File: config.mk
export PLATFORM = sky130hd
export DESIGN_NAME = button_debouncer
export DESIGN_NICKNAME = d
export VERILOG_FILES = /design/src/rtl/button_debouncer.sv
export SDC_FILE = /design/constraint.sdc
export NUM_CORES = 1
export LEC_CHECK = 0
export ABC_AREA = 1
export BUFFER_PORTS_ARGS = -buffer_cell sky130_fd_sc_hd__clkbuf_2
export CORE_UTILIZATION = 39
export CTS_BUF_LIST = sky130_fd_sc_hd__clkbuf_8
export DETAILED_ROUTE_END_ITERATION = 16
export PLACE_DENSITY = 0.52
export SKIP_CTS_REPAIR_TIMING = 1
export SLEW_MARGIN = 20
export SYNTH_ARGS = -nofsm -noshare
export SYNTH_HDL_FRONTEND = slang
export SYNTH_SLANG_ARGS = --single-unit
File: constraint.sdc
create_clock -name clk -period 2.37 [get_ports clk]
set_input_delay 0.474 -clock clk [delete_from_list [all_inputs] [get_ports clk]]
set_output_delay 0.474 -clock clk [all_outputs]
set_load 0.05 [all_outputs]
File: src/rtl/button_debouncer.sv
// Debounces one raw, bouncing button pin into a clean clock-synchronous level.
// A new level must be held for STABLE_CYCLES synchronized samples before btn_db follows.
module button_debouncer #(
  parameter int unsigned STABLE_CYCLES = 500000,
  parameter int unsigned CNT_W         = 19
) (
  input  logic clk,
  input  logic res,
  input  logic btn_raw,
  output logic btn_db,
  output logic busy
);

  typedef enum logic [1:0] {
    S_LOW  = 2'd0,
    S_RISE = 2'd1,
    S_HIGH = 2'd2,
    S_FALL = 2'd3
  } state_t;

  localparam logic [CNT_W-1:0] CNT_LAST = CNT_W'(STABLE_CYCLES - 1);
  localparam logic [CNT_W-1:0] CNT_ZERO = {CNT_W{1'b0}};
  localparam logic [CNT_W-1:0] CNT_ONE  = CNT_W'(1);

  logic             sync0_r;
  logic             sync1_r;
  logic             btn_s;
  state_t           state_r;
  logic [CNT_W-1:0] cnt_r;
  logic             btn_db_r;
  logic             busy_r;

  // Two-flop synchronizer for the asynchronous pin.
  always_ff @(posedge clk or posedge res) begin
    if (res) begin
      sync0_r <= 1'b0;
      sync1_r <= 1'b0;
    end else begin
      sync0_r <= btn_raw;
      sync1_r <= sync0_r;
    end
  end

  assign btn_s = sync1_r;

  // Qualification FSM; outputs are loaded with the next-state decode on the same edge.
  always_ff @(posedge clk or posedge res) begin
    if (res) begin
      state_r  <= S_LOW;
      cnt_r    <= CNT_ZERO;
      btn_db_r <= 1'b0;
      busy_r   <= 1'b0;
    end else begin
      case (state_r)
        S_LOW: begin
          cnt_r    <= CNT_ZERO;
          btn_db_r <= 1'b0;
          if (btn_s) begin
            state_r <= S_RISE;
            busy_r  <= 1'b1;
          end else begin
            state_r <= S_LOW;
            busy_r  <= 1'b0;
          end
        end
        S_RISE: begin
          if (!btn_s) begin
            state_r  <= S_LOW;
            cnt_r    <= CNT_ZERO;
            btn_db_r <= 1'b0;
            busy_r   <= 1'b0;
          end else if (cnt_r == CNT_LAST) begin
            state_r  <= S_HIGH;
            cnt_r    <= CNT_ZERO;
            btn_db_r <= 1'b1;
            busy_r   <= 1'b0;
          end else begin
            state_r  <= S_RISE;
            cnt_r    <= cnt_r + CNT_ONE;
            btn_db_r <= 1'b0;
            busy_r   <= 1'b1;
          end
        end
        S_HIGH: begin
          cnt_r    <= CNT_ZERO;
          btn_db_r <= 1'b1;
          if (!btn_s) begin
            state_r <= S_FALL;
            busy_r  <= 1'b1;
          end else begin
            state_r <= S_HIGH;
            busy_r  <= 1'b0;
          end
        end
        S_FALL: begin
          if (btn_s) begin
            state_r  <= S_HIGH;
            cnt_r    <= CNT_ZERO;
            btn_db_r <= 1'b1;
            busy_r   <= 1'b0;
          end else if (cnt_r == CNT_LAST) begin
            state_r  <= S_LOW;
            cnt_r    <= CNT_ZERO;
            btn_db_r <= 1'b0;
            busy_r   <= 1'b0;
          end else begin
            state_r  <= S_FALL;
            cnt_r    <= cnt_r + CNT_ONE;
            btn_db_r <= 1'b1;
            busy_r   <= 1'b1;
          end
        end
        default: begin
          state_r  <= S_LOW;
          cnt_r    <= CNT_ZERO;
          btn_db_r <= 1'b0;
          busy_r   <= 1'b0;
        end
      endcase
    end
  end

  assign btn_db = btn_db_r;
  assign busy   = busy_r;

endmodule

==> flow_summary.json <==
{
  "rows": 20,
  "first_pass_iters": 4,
  "wl_per_cell_um": 11.5,
  "stdcell_area_um2": 1440,
  "dpl.hpwl_mm": 1.95,
  "cp.required_ns": 2.52,
  "start_util_pct": 42.6,
  "dieArea_um2": 3680,
  "tritoncts": "yes",
  "synthFlopType": "dfrtp_1",
  "synth_area_leaders": "dfrtp_1 (43%), nand2_1 (9.8%), nor2_1 (8.1%)",
  "clock_latency_ns": 0.26,
  "grt.met1_usage_pct": 24.6,
  "met3_usage_pct": 4.48,
  "clockRootBuffer": "clkbuf_8",
  "swShare_pct": 22.0,
  "gr-usage-all-layers_pct": 17.0,
  "p_leak_nw": 0.569,
  "hold_violations": 0,
  "synth-async-reset-ratio_pct": 100,
  "top_usage_layer": "met2",
  "antenna_found_initial": 0,
  "slew_viol_final": 0,
  "synth_seq_cells": 23,
  "crit_arrival_ns": 1.75,
  "die_w_um": 60.7,
  "placed_area_um2": 1400,
  "dp_worst_setup_slack_ns": 0.766,
  "grt_max_degree": 24,
  "antenna_left": 0,
  "drt_iter0_drc": 33,
  "drc_errors": 0,
  "nets": 179,
  "cts_max_path_buffers": 2,
  "cts.sinks": 23,
  "period_needed_ns": 1.61,
  "power_density_nw_per_um2": 460,
  "setup_ws_ns": 0.763,
  "vias": 997,
  "min_path_type": "in -> reg",
  "period_share_pct": 67.8,
  "htree_levels": 1,
  "use_met2_pct": 26.1,
  "comb_power_share_pct": 4.4,
  "synth.most_common_cell": "nand2_1",
  "fmax_ghz": 0.622,
  "worst_pin_slew_ns": 0.830,
  "vias_per_cell": 4.57,
  "place.gp.congestion": 0.783,
  "status": "finished, final reports clean",
  "fill_cells": 352,
  "intPower_mw": 0.518,
  "port-buffer-count": 4,
  "grt_pass1_wl_mm": 4.53,
  "yosysWarningCount": 0,
  "clockPowerShare_pct": 35.4,
  "power.switching_mw": 0.146,
  "die_height_um": 60.7,
  "synth_top_cell_by_area": "dfrtp_1",
  "max_slew_margin_pct": 44.6,
  "ys_top_cells_by_count": "nand2_1 (35), nor2_1 (29), dfrtp_1 (23)",
  "multiInputGateArea_um2": 684,
  "irDropWorstVdd_mv": 0.392,
  "synth_cells": 167,
  "syn_area_um2": 1340,
  "fp.coreArea_um2": 3150,
  "cts_buffers": 3,
  "drt_wl_total_mm": 2.51,
  "setup-tns-final_ns": 0,
  "p_seq_share_pct": 60.2,
  "synth_edf_count": 0,
  "cp_max_fo": 15,
  "area_growth_pct": 7.45,
  "syn_area_per_cell_um2": 8.05,
  "grt-ovfl-total": 0,
  "seqCellArea_um2": 576,
  "cp-start-kind": "register",
  "drive_gt1_share_pct": 21.8,
  "rsz0062_at_grt": "false",
  "clk_pin_slew_ns": 0.08,
  "antenna_cells": 0,
  "ys_seq_area_share_pct": 42.8,
  "setup_violations": 0,
  "synth_cell_types": 20,
  "skew_ns": 0.00374,
  "ff2ff_setup_slack_ns": 0.76,
  "synth_top_area_share_pct": 42.8,
  "syn_nets": 171,
  "maxCapViolations": 0,
  "io_pins": 5,
  "critical_path_class": "reg -> reg",
  "grt_pass1_vias": 977,
  "cp-end-kind": "register"
}
==> metal layers <==
metal	up-vias	part of all wire, %
met1	455	54
li1	529	-
met5	-	0
met3	2	2.3
met2	11	43
met4	0	0.60
==> power groups by stage <==
stage | Sequential [mW] | Clock [mW] | Combinational, mW
floorplan | 0.410 | 0 | 0.0240
detailed placement | 0.408 | 0 | 0.0308
global route | 0.401 | 0.268 | 0.0343
CTS | 0.400 | 0.251 | 0.0308
finish | 0.400 | 0.235 | 0.0295
global placement | 0.408 | 0 | 0.0306
==> cells by family (layout without fill, tap and decap cells) <==
logic type	after synthesis	count (layout)	synth area share [%]
adder cells (fa/ha/maj)	1	1	0.931
buffers and inverters	18	25	6.24
AO/OA/AOI/OAI	6	6	2.70
flip-flops	23	23	42.8
XOR/XNOR	11	11	7.17
AND/OR/NAND/NOR	108	108	40.1
==> area by class of cell <==
type                    count  share of cell area (%)
clock buffers               3                    2.86
clock inverters             1                   0.260
inverters                  17                    4.42
multi-input cells         126                    47.4
flip-flops and latches     23                    39.9
well taps                  44                    3.81
repair buffers              4                    1.39
==> flip-flops by register name, summed over array words and instances, names as in the netlist <==
register  cells
btn_db        1
btn_s         1
cnt_r        19
state_r       1
sync0_r       1
==> placed cells by master (no fill, tap or decap), types with 3 or more instances in the layout <==
| cell | instances |
|---|---|
| xor2_1 | 6 |
| nand4_1 | 4 |
| xnor2_1 | 5 |
| nand2_2 | 8 |
| nor2_4 | 4 |
| nand2_1 | 35 |
| nor2_1 | 29 |
| inv_1 | 18 |
| dfrtp_1 | 23 |
| clkbuf_2 | 4 |
| nor2_2 | 16 |
| nand3_1 | 8 |
| clkbuf_8 | 3 |
==> final timing paths <==
check	end	from	cells after the start
min	sync0_r	btn_raw	1
max reg2reg	cnt_r[18]	cnt_r[0]	6
min reg2reg	btn_s	sync0_r	0
max in group asynchronous	cnt_r[14]	res	2
max	cnt_r[18]	cnt_r[0]	6
min in group asynchronous	cnt_r[1]	res	2
==> through the flow <==
stage          utilization (%)  cells  power (mW)  hold WS (ns)
2_1_floorplan                -    167       0.434         0.331
3_3_place_gp              44.4    214       0.438         0.333
3_5_place_dp              44.4    214       0.439         0.344
4_1_cts                   45.8    218       0.682         0.306
5_1_grt                   45.8    218       0.703         0.299
6_report                  45.8    218       0.665         0.315
==> worst max-delay path, cell delays in order (launching register included) <==
cell,delay (ns)
dfrtp_1,0.44
ha_1,0.27
nand3_2,0.17
nor2_4,0.15
nand3_2,0.14
nand2_4,0.22
nor2_1,0.08
No activity file was read; power rests on OpenSTA's default activity.
